===== src/rtl/ps2_command_decoder.sv =====
// rtl/ps2_command_decoder.sv - PS/2 scancode to hit/stand/deal command pulse decoder
//
// Purpose: decodes make, break (0xF0) and extended (0xE0) prefixed scancodes
// from the PS/2 byte receiver into one-cycle game command pulses. Per-key held
// flags suppress typematic auto-repeat so a held key pulses only once.
//
// Optional feature: define PS2_CMD_TIMEOUT_EN to abandon a dangling prefix
// (BRK/EXT/EXT_BRK) after TIMEOUT_CYCLES clocks without a received byte.
//
// Ports:
//   clk           in   system clock
//   rst_n         in   asynchronous active-low reset
//   rx_data[7:0]  in   received scancode byte, qualified by rx_valid
//   rx_valid      in   one-cycle strobe per received byte
//   rx_error      in   one-cycle strobe on parity/framing error
//   hit_pressed   out  one-cycle pulse on a new hit key press
//   stand_pressed out  one-cycle pulse on a new stand key press
//   deal_pressed  out  one-cycle pulse on a new deal key press
//   held[2:0]     out  {deal, stand, hit} currently-held flags
//   last_code[7:0] out last non-extended make code accepted
//   prefix_state[1:0] out current prefix FSM state, for debug

module ps2_command_decoder #(
  parameter logic [7:0]  KEY_HIT        = 8'h33,
  parameter logic [7:0]  KEY_STAND      = 8'h1B,
  parameter logic [7:0]  KEY_DEAL       = 8'h23,
  parameter int unsigned TIMEOUT_CYCLES = 2_500_000
) (
  input  logic       clk,
  input  logic       rst_n,
  input  logic [7:0] rx_data,
  input  logic       rx_valid,
  input  logic       rx_error,
  output logic       hit_pressed,
  output logic       stand_pressed,
  output logic       deal_pressed,
  output logic [2:0] held,
  output logic [7:0] last_code,
  output logic [1:0] prefix_state
);

  typedef enum logic [1:0] {
    IDLE    = 2'd0,
    BRK     = 2'd1,
    EXT     = 2'd2,
    EXT_BRK = 2'd3
  } state_e;

  state_e     state_q, state_d;
  logic [2:0] held_q, held_d;
  logic [2:0] pulse_q, pulse_d;
  logic [7:0] last_q, last_d;

  logic [2:0] key_match;
  logic       is_ignored;

  // One-hot in {deal, stand, hit} order so it lines up with held/pulse bits.
  assign key_match  = {rx_data == KEY_DEAL, rx_data == KEY_STAND, rx_data == KEY_HIT};
  // Keyboard housekeeping bytes (ack, BAT, echo, resend, overrun) are not keys.
  assign is_ignored = rx_data inside {8'hFA, 8'hAA, 8'hEE, 8'hFE, 8'h00, 8'hFF};

`ifdef PS2_CMD_TIMEOUT_EN
  localparam int CNT_W = (TIMEOUT_CYCLES > 1) ? $clog2(TIMEOUT_CYCLES) : 1;
  logic [CNT_W-1:0] cnt_q, cnt_d;
`endif

  always_comb begin
    state_d = state_q;
    held_d  = held_q;
    pulse_d = 3'b000;
    last_d  = last_q;
`ifdef PS2_CMD_TIMEOUT_EN
    cnt_d   = cnt_q;
`endif

    // An errored frame discards its byte and abandons any pending prefix.
    if (rx_error) begin
      state_d = IDLE;
    end else if (rx_valid) begin
      case (state_q)
        IDLE: begin
          if (rx_data == 8'hF0) begin
            state_d = BRK;
          end else if (rx_data == 8'hE0) begin
            state_d = EXT;
          end else if (!is_ignored) begin
            last_d  = rx_data;
            // Only keys not already held pulse; repeats just re-assert held.
            pulse_d = key_match & ~held_q;
            held_d  = held_q | key_match;
          end
        end
        BRK: begin
          // Any byte here, including 0xF0/0xE0, is the break code itself.
          held_d  = held_q & ~key_match;
          state_d = IDLE;
        end
        EXT:     state_d = (rx_data == 8'hF0) ? EXT_BRK : IDLE;
        EXT_BRK: state_d = IDLE;
        default: state_d = IDLE;
      endcase
    end

`ifdef PS2_CMD_TIMEOUT_EN
    // A byte always takes priority over an expiring timeout on the same cycle.
    if (rx_valid || rx_error) begin
      cnt_d = '0;
    end else if (state_q != IDLE) begin
      if (cnt_q == CNT_W'(TIMEOUT_CYCLES - 1)) begin
        cnt_d   = '0;
        state_d = IDLE;
      end else begin
        cnt_d = cnt_q + 1'b1;
      end
    end
`endif
  end

  always_ff @(posedge clk or negedge rst_n) begin
    if (!rst_n) begin
      state_q <= IDLE;
      held_q  <= 3'b000;
      pulse_q <= 3'b000;
      last_q  <= 8'h00;
`ifdef PS2_CMD_TIMEOUT_EN
      cnt_q   <= '0;
`endif
    end else begin
      state_q <= state_d;
      held_q  <= held_d;
      pulse_q <= pulse_d;
      last_q  <= last_d;
`ifdef PS2_CMD_TIMEOUT_EN
      cnt_q   <= cnt_d;
`endif
    end
  end

  assign hit_pressed   = pulse_q[0];
  assign stand_pressed = pulse_q[1];
  assign deal_pressed  = pulse_q[2];
  assign held          = held_q;
  assign last_code     = last_q;
  assign prefix_state  = state_q;

endmodule


===== config.mk =====
export PLATFORM = sky130hd
export DESIGN_NAME = ps2_command_decoder
export DESIGN_NICKNAME = d
export VERILOG_FILES = /design/src/rtl/ps2_command_decoder.sv
export SDC_FILE = /design/constraint.sdc
export NUM_CORES = 1
export LEC_CHECK = 0
export BUFFER_PORTS_ARGS = -buffer_cell sky130_fd_sc_hd__buf_4
export CAP_MARGIN = 20
export CELL_PAD_IN_SITES_DETAIL_PLACEMENT = 2
export CELL_PAD_IN_SITES_GLOBAL_PLACEMENT = 2
export CORE_UTILIZATION = 27
export DETAILED_ROUTE_END_ITERATION = 7
export PLACE_DENSITY_LB_ADDON = 0.1
export SLEW_MARGIN = 20
export SYNTH_ARGS = -nofsm -noshare
export SYNTH_HDL_FRONTEND = slang
export SYNTH_SLANG_ARGS = --single-unit

===== constraint.sdc =====
create_clock -name clk -period 1.8 [get_ports clk]
set_input_delay 0.54 -clock clk [delete_from_list [all_inputs] [get_ports clk]]
set_output_delay 0.54 -clock clk [all_outputs]
set_load 0.01 [all_outputs]

==> metrics.txt, run 1 <==
clock slew at reported path FFs=0.09 ns; vias in the first global route=805; RSZ-0062 raised after global routing=true; Core ar.=2810 um2; starting DRC count in detailed routing=16; synth warn=0; Final Hold Fails=0; most frequent cells after synthesis=16 x dfrtp_1, 7 x mux2_4, 4 x inv_1, 4 x nand2b_1; antenna cell count=0; Relative slew margins=75.4%; GP Congestion=0.773; Fin Clk Skew=0.00166 ns; Syn-to-layout area delta=50.7%; Pleak=0.599 nW; largest net degree at the start of global routing=17; initial antenna violation count=0; CTS H-Tree Depth=1; prevailing post-synth register cell=dfrtp_1; Die Y=57.1 um; Final ANT Viol Nets=0; Slew Limit Fails=0; die area=3260 um2; Routed WL per cell=16.3 um; CP Launch Type=flop; Syn Inst Count=67; TritonRoute pass-1 iters=5; top-count cell post-synth=dfrtp_1; CTS Hold Buffers Added=0; main area contributors after synthesis=dfrtp_1 49%, mux2_4 13%, mux2i_1 3.7%; first-pass GRT wire length=between 3000 and 4000 um; HPWL Detailed=1880 um; Netlist cell types=29; nets@finish=between 100 and 150; P per Cell Area=650 nW/um2; Critical Path Sink Type=flop; VDD IR max=about 240 uV; fmax=~560 MHz; placed inst area=between 1000 and 1500 um2; Core Rows=19; status=finished, violations left; fin util=44.0%; GR Util All Layers=between 15 and 20%; CP startpoint=prefix_state[1]$_DFFE_PN0P_; HP Class=input pin to async pin; I/O Buffers=27; io pins=28; vias per cell=4.93; Routed WL=roughly 2400 um; via count=720; # setup viols final=0; DR DRC count=6; Yosys top cell area share=48.9%; Clk Latency, worst-skew pair=approximately 0.28 ns; CTS tree=done; design area=1230 um2; cts bufs inserted=3; worst-path maximum fanout=4; share of cells above drive strength 1=53.9%; path type of the worst setup path=flop to flop; critical path required time=roughly 2.0 ns; maxcap violations=0; remaining global-route overflow=0; sequential area share after synthesis=48.9%; syn nets=slightly below 80; reg2reg start=prefix_state[1]$_DFFE_PN0P_; Worst Tran Pin Value=0.364 ns; average cell area after synthesis=12.2 um2; clock period minus worst slack=between 1.5 and 2 ns; arrival time worst endpoint=slightly below 2 ns; largest area contributor in the netlist=dfrtp_1; setup tns final=0 ns; Root Buffer=clkbuf_4; die width=57.1 um; Mapped Area=820 um2; number of fill cells=305; Clock Path Buffers=2; EDFF count, synth=0; Starting Density=29.2%; Seq cells post-synth=16; TritonCTS Sinks=16; failing checks=design-rule violations; Synth async-reset ratio=100%; final period utilization=99.2%
-- report_power, final --
group	internal (mW)	total [mW]	switching, mW
sequential	0.388	0.405	0.0170
combinational	0.122	0.206	0.0847
clock	0.0777	0.191	0.113
-- per-layer routing --
layer	up-vias	GRT usage, %	part of all wire, %
met5	-	0	0
met4	0	5.23	1.1
met3	4	2.04	4.0
met2	19	27.9	51
met1	352	20.0	43
li1	345	-	-
-- worst max-delay path, stage by stage, from the launching register on --
cell and delay (ns):
dfrtp_1 0.41, nor4b_4 0.31, o31ai_2 0.11, a311oi_2 0.30, buf_4 0.23, mux2_4 0.31
-- stage by stage --
stage | worst slack, ns | power, mW | cells | hold WS [ns]
3_3_place_gp | -0.257 | 0.608 | 142 | 0.413
3_5_place_dp | -0.342 | 0.619 | 142 | 0.419
4_1_cts | -0.0170 | 0.813 | 146 | 0.101
2_1_floorplan | 0.0105 | 0.495 | 67 | 0.244
6_report | 0.0151 | 0.802 | 146 | 0.0979
5_1_grt | -0.0599 | 0.850 | 146 | 0.0912
-- cell type report --
type	instances	area [um2]	share of cell area (%)
flip-flops and latches	16	400	32.4
inverters	4	15.0	1.22
clock buffers	3	22.5	1.82
multi-input cells	45	402	32.5
well taps	31	38.8	3.14
repair buffers	47	357	28.9
-- cell families after synthesis --
| family | Yosys count | synth area share (%) |
|---|---|---|
| flops | 16 | 48.9 |
| xor+xnor | 1 | 1.07 |
| compound gates | 6 | 5.80 |
| simple gates | 27 | 21.8 |
| mux | 11 | 17.9 |
| buf+inv | 6 | 4.58 |
-- cells in the final DEF, fill, tap and decap left out --
cell type | synthesis | final
a21oi_1 | 1 | 1
nand2b_1 | 4 | 4
or4_1 | 1 | 1
mux2_1 | 1 | 1
and3_1 | 1 | 1
nand3_1 | 1 | 1
a221oi_1 | 1 | 1
a311oi_2 | 1 | 1
and4b_1 | 1 | 1
nor2b_1 | 2 | 2
inv_1 | 4 | 4
xor2_1 | 1 | 1
nor2_1 | 2 | 2
clkbuf_4 | 0 | 3
nand2_1 | 2 | 2
o21ai_0 | 1 | 1
o31ai_2 | 0 | 1
buf_4 | 0 | 46
dfrtp_1 | 16 | 16
and2_1 | 1 | 1
o22ai_1 | 1 | 1
nor3b_2 | 1 | 1
nand4_1 | 3 | 3
buf_6 | 2 | 1
nor3b_1 | 1 | 1
nor4b_4 | 0 | 1
mux2i_1 | 3 | 3
and4bb_2 | 1 | 1
mux2_4 | 7 | 7
nor3_1 | 2 | 2
nor4_1 | 2 | 2
nor4b_1 | 2 | 1
-- worst paths after layout --
kind	endpoint	slack (ns)	cells past startpoint
worst max-delay path	last_code[2]$_DFFE_PN0P_	0.02	5
worst min-delay path	last_code[5]$_DFFE_PN0P_	0.1	1
worst max register to register	last_code[2]$_DFFE_PN0P_	0.02	5
worst min register to register	pulse_q[2]$_DFF_PN0_	0.48	1
max in group asynchronous	pulse_q[2]$_DFF_PN0_	1.52	1
min in group clk	pulse_q[2]$_DFF_PN0_	0.48	1
-- what timing repair did --
item                                    4_1_cts  5_1_grt
buffers inserted                              1        0
resized for setup                             1        3
endpoints found under the setup margin       11       10
(Power assumes the default switching activity.)
==> run 2: changes to the inputs <==
--- a/config.mk
+++ b/config.mk
@@ -5,11 +5,12 @@
 export SDC_FILE = /design/constraint.sdc
 export NUM_CORES = 1
 export LEC_CHECK = 0
+export ABC_AREA = 1
 export BUFFER_PORTS_ARGS = -buffer_cell sky130_fd_sc_hd__buf_4
 export CAP_MARGIN = 20
 export CELL_PAD_IN_SITES_DETAIL_PLACEMENT = 2
 export CELL_PAD_IN_SITES_GLOBAL_PLACEMENT = 2
-export CORE_UTILIZATION = 27
+export CORE_UTILIZATION = 24
 export DETAILED_ROUTE_END_ITERATION = 7
 export PLACE_DENSITY_LB_ADDON = 0.1
 export SLEW_MARGIN = 20
==> metrics.txt, run 2 <==
status=finished clean; Pleak=0.594 nW; Core Rows=21; Fin Clk Skew=0.00205 ns; fmax=between 600 and 700 MHz; Worst path max stage delay=between 0.2 and 0.25 ns; CP Launch Type=input pin; largest area contributor in the netlist=dfrtp_1; clock period minus worst slack=about 1.5 ns; first-pass GRT wire length=between 4000 and 5000 um; most frequent cells after synthesis=34 x nand2_1, 16 x dfrtp_1, 13 x nor2_1, 10 x inv_1, 10 x nand3_1; post-synthesis mux area share=0%; setup tns final=0 ns; share of cells above drive strength 1=between 30% and 40%; critical path, cell by cell=buf_4 > nor2_2 > nand3_1 > nor2_1 > nor2_4 > nand3_1 > nand2_1 > nand3_1 > nand2_1 > nand2_1; top-count cell post-synth=nand2_1; reg2reg start=prefix_state[1]$_DFFE_PN0P_; cts bufs inserted=3; vias in the first global route=approximately 880; largest net degree at the start of global routing=20; Core ar.=3390 um2; CTS H-Tree Depth=1; Root Buffer=clkbuf_4; Final Hold Fails=0; Mapped Area=865 um2; Netlist cell types=20; vias per cell=4.52; Relative slew margins=73.6%; critical path required time=2.03 ns; HP Class=input pin to async pin; TritonRoute pass-1 iters=4; VDD IR max=between 150 and 200 uV; family with the most delay on the worst path=simple AND/OR/NAND/NOR gates; R2R setup slack=0.48 ns; number of fill cells=407; antenna cell count=0; remaining global-route overflow=0; Routed WL=2360 um; main area contributors after synthesis=dfrtp_1 46%, nand2_1 15%, nand3_1 5.8%; arrival time worst endpoint=1.71 ns; Crit Reg-Reg Endpoint=last_code[3]$_DFFE_PN0P_; Starting Density=25.5%; CTS Hold Buffers Added=0; xor/xnor share of the synthesized area=0%; Slew Limit Fails=0; GR Util All Layers=between 10% and 20%; R2R depth=6; EDFF count, synth=0; final period utilization=82.4%; path type of the worst setup path=input pin to flop; RSZ-0062 raised after global routing=false; post-synthesis adder-cell area fraction=0%; highest-count cells in the layout ignoring fill and taps=34 x nand2_1, 29 x buf_4, 16 x dfrtp_1; Clock Path Buffers=2; die width=62.0 um; initial antenna violation count=0; nets@finish=156; Critical Path Sink Type=flop; slowest CP cell=nor2_1; maxcap violations=0; prevailing post-synth register cell=dfrtp_1; CTS tree=done; clock slew at reported path FFs=0.09 ns; Setup Buffers After CTS=0; post_cts resized=0; Syn Inst Count=111; Die Y=~62 um; starting DRC count in detailed routing=23; TritonCTS Sinks=16; GP Congestion=0.747; HPWL Detailed=1960 um; worst-path maximum fanout=6; post-route setup slack=roughly 0.32 ns; largest family of logic cells by synthesized area=simple AND/OR/NAND/NOR gates; Seq cells post-synth=16; Bufs and invs on worst path=1; io pins=28; Simple-Gate Fraction of Synth Area=between 40 and 50%; # setup viols final=0; synth warn=0; sequential area share after synthesis=between 40% and 50%; P per Cell Area=666 nW/um2; average cell area after synthesis=7.79 um2; Yosys top cell area share=between 40 and 50%; Clk Latency, worst-skew pair=around 0.28 ns; Synth async-reset ratio=100%; Final ANT Viol Nets=0; post-synthesis compound-gate area fraction=6.08%; fin util=34.0%; DR DRC count=0; die area=3850 um2; Routed WL per cell=12.6 um; via count=850; most common cell after layout, fill and taps aside=nand2_1; Syn-to-layout area delta=33.1%; setup slack at placement=0.0270 ns; syn nets=approximately 120; Worst Tran Pin Value=0.394 ns; I/O Buffers=27
## run 2: cell types whose count changed in the layout (fill, tap and decap cells not counted), sizes merged, moves of 2 or more
cell    change
nor4b       -2
mux2        -8
nand3      +10
buf        -18
nor2       +14
nor2b       -2
nand2b      -4
mux2i       -3
nand2      +32
o21ai       +8
inv         +9
## run 2: report_power, final
| group | internal, mW | switching, mW | total (mW) | leakage [nW] |
|---|---|---|---|---|
| sequential | 0.390 | 0.0185 | 0.408 | 0.211 |
| clock | 0.0776 | 0.113 | 0.190 | 0.0138 |
| combinational | 0.0765 | 0.0918 | 0.168 | 0.369 |
## run 2: logic make-up (layout without fill, tap and decap cells)
family,Yosys count,count (layout)
flip-flops,16,16
AO/OA/AOI/OAI,10,10
AND/OR/NAND/NOR,71,71
buffers and inverters,14,45
## run 2: area by class of cell
| type | instances | area (um2) | share of cell area, % |
|---|---|---|---|
| tap | 46 | 57.6 | 5.00 |
| timing repair buffer | 29 | 218 | 18.9 |
| inverter | 13 | 48.8 | 4.24 |
| clock buffer | 3 | 22.5 | 1.96 |
| multi-input combinational | 81 | 404 | 35.1 |
| sequential | 16 | 400 | 34.8 |
## run 2: routing by layer
layer | wire (um) | up-vias | share of wire (%) | GRT usage, %
met5 | 0 | - | 0 | 0
met4 | 27 | 0 | 1.1 | 6.67
met3 | 90 | 2 | 3.8 | 1.86
met2 | 1150 | 20 | 49 | 24.6
met1 | 1090 | 409 | 46 | 18.3
li1 | - | 419 | - | -
## run 2: how the worst max path moves through the flow
stage	start	to	slack, ns	depth (start not counted)
after detailed placement	rx_data[3]	flop	0.03	9
final	rx_data[3]	flop	0.32	10
after global placement	rx_data[3]	flop	0.08	9
after floorplan	rx_data[3]	last_code[4]$_DFFE_PN0P_	0.34	7
after CTS	rx_data[3]	flop	0.33	9
after global routing	rx_data[3]	flop	0.13	10
## run 2: stage by stage
step                power [mW]  instance area [um2]  std cells  hold WS [ns]
floorplan                0.490                  865        111         0.244
global placement         0.581                 1130        185         0.410
detailed placement       0.589                 1130        185         0.419
CTS                      0.784                 1150        188         0.100
global route             0.821                 1150        188        0.0972
finish                   0.767                 1150        188        0.0974
==> run 3: changes to the inputs <==
--- a/config.mk
+++ b/config.mk
@@ -10,7 +10,7 @@
 export CAP_MARGIN = 20
 export CELL_PAD_IN_SITES_DETAIL_PLACEMENT = 2
 export CELL_PAD_IN_SITES_GLOBAL_PLACEMENT = 2
-export CORE_UTILIZATION = 24
+export CORE_UTILIZATION = 27
 export DETAILED_ROUTE_END_ITERATION = 7
 export PLACE_DENSITY_LB_ADDON = 0.1
 export SLEW_MARGIN = 20
==> constraint.sdc (replaced) <==
create_clock -name clk -period 1.4 [get_ports clk]
set_input_delay 0.42 -clock clk [delete_from_list [all_inputs] [get_ports clk]]
set_output_delay 0.42 -clock clk [all_outputs]
set_load 0.01 [all_outputs]
==> metrics.txt, run 3 (synthesized netlist as in run 2, its figures left out) <==
P per Cell Area=767 nW/um2; most common cell after layout, fill and taps aside=buf_4; arrival time worst endpoint=a little under 1 ns; antenna cell count=0; Total Power=1.03 mW; DP Cell Count=201; final std cells w/o fill=approximately 210; GR Util All Layers=~18%; Multi-input gate area=between 400 and 500 um2; vias in the first global route=roughly 1000; via count=roughly 990; initial antenna violation count=0; I/O Buffers=27; first-pass GRT wire length=4590 um; cts bufs inserted=3; final period utilization=99.0%; status=finished clean; TritonCTS Sinks=16; Core Rows=20; highest-count cells in the layout ignoring fill and taps=49 x buf_4, 31 x nand2_1, 16 x dfrtp_1; HP Class=input pin to flop; share of cells above drive strength 1=42.7%; clock slew at reported path FFs=0.10 ns; Routed WL=3070 um; CTS tree=done; die width=58.6 um; HPWL Detailed=2210 um; number of fill cells=372; setup tns final=0 ns; Syn-to-layout area delta=56.0%; Clk Latency, worst-skew pair=~0.29 ns; Die Y=58.6 um; path type of the worst setup path=flop to output pin; Fin Clk Skew=between 0.008 and 0.009 ns; Final ANT Viol Nets=0; io pins=28; worst-path maximum fanout=5; # setup viols final=0; Logic pwr share=roughly a quarter; Starting Density=28.3%; Pleak=roughly 0.7 nW; RSZ-0062 raised after global routing=true; die area=3430 um2; DR DRC count=0; VDD IR max=241 uV; Clock power frac=23.7%; Register Area=about 400 um2; R2R setup slack=0.09 ns; Critical Path Sink Type=output pin; maxcap violations=0; Pint=about 0.73 mW; Slew Limit Fails=0; critical path required time=0.98 ns; Worst Tran Pin Value=0.402 ns; Final Hold Fails=0; clock period minus worst slack=1.39 ns; fmax=722 MHz; TritonRoute pass-1 iters=4; largest net degree at the start of global routing=20; GP Congestion=0.788; sw frac=29.7%; CP Launch Type=flop; setup slack at placement=-0.289 ns; vias per cell=4.75; fin util=44.2%; CTS H-Tree Depth=1; nets@finish=178; Core ar.=3050 um2; post-route setup slack=0.0147 ns; Relative slew margins=73.1%; Clock Path Buffers=2; Routed WL per cell=14.7 um; sequential share of power=50.8%; sw power=0.307 mW; Root Buffer=clkbuf_4; starting DRC count in detailed routing=25; remaining global-route overflow=0
[run 3: cell types whose count changed in the layout (fill, tap and decap cells not counted)]
cell	change
nand3_4	+1
nand2_4	+1
nor2_2	+1
nor2_4	+1
dlygate4sd3_1	+1
buf_4	+20
nand2_2	+2
nor2_1	-2
nand2_1	-3
[run 3: power by group through the flow]
stage          registers [mW]  logic [mW]  clock network (mW)
5_1_grt                 0.530       0.290               0.266
3_5_place_dp            0.535       0.250                   0
2_1_floorplan           0.552      0.0778                   0
3_3_place_gp            0.533       0.240                   0
4_1_cts                 0.526       0.256               0.255
6_report                0.526       0.263               0.245
[run 3: worst max-delay path, stage by stage, from the launching register on]
cell and delay [ns]:
dfrtp_1 0.39, buf_4 0.16, buf_4 0.14
[run 3: stage by stage]
stage | cell area, um2 | hold WS, ns
after floorplan | 865 | 0.124
final | 1350 | 0.398
after global placement | 1260 | 0.289
after global routing | 1350 | 0.418
after detailed placement | 1260 | 0.292
after CTS | 1300 | 0.393
[run 3: path summary, 6_finish.rpt]
kind | start | end | depth (start not counted)
setup / recovery | prefix_state[1]$_DFFE_PN0P_ | prefix_state[1] | 2
min in group asynchronous | rst_n | last_code[7]$_DFFE_PN0P_ | 2
setup reg to reg | prefix_state[0]$_DFFE_PN0P_ | pulse_q[0]$_DFF_PN0_ | 5
max in group asynchronous | rst_n | async pin | 2
hold reg to reg | flop | pulse_q[2]$_DFF_PN0_ | 1
hold / removal | rx_data[7] | last_code[7]$_DFFE_PN0P_ | 3
[run 3: what timing repair did]
action	CTS	global route
endpoints found under the setup margin	2	13
hold buffers	1	0
endpoints found under the hold margin	16	0
gates cloned	0	1
setup buffers	0	2
pin swaps	0	2
gates resized for setup	2	6
[run 3: routing by layer]
| layer | wire [um] | global-route usage (%) |
|---|---|---|
| met5 | 0 | 0 |
| met4 | 27 | 7.14 |
| met3 | 65 | 1.32 |
| met2 | 1620 | 32.8 |
| met1 | 1350 | 21.8 |
[run 3: final cells by class]
type | count | share of cell area, %
repair buffers | 50 | 28.0
flip-flops and latches | 16 | 29.7
clock buffers | 3 | 1.67
multi-input cells | 82 | 32.9
well taps | 44 | 4.08
inverters | 13 | 3.62
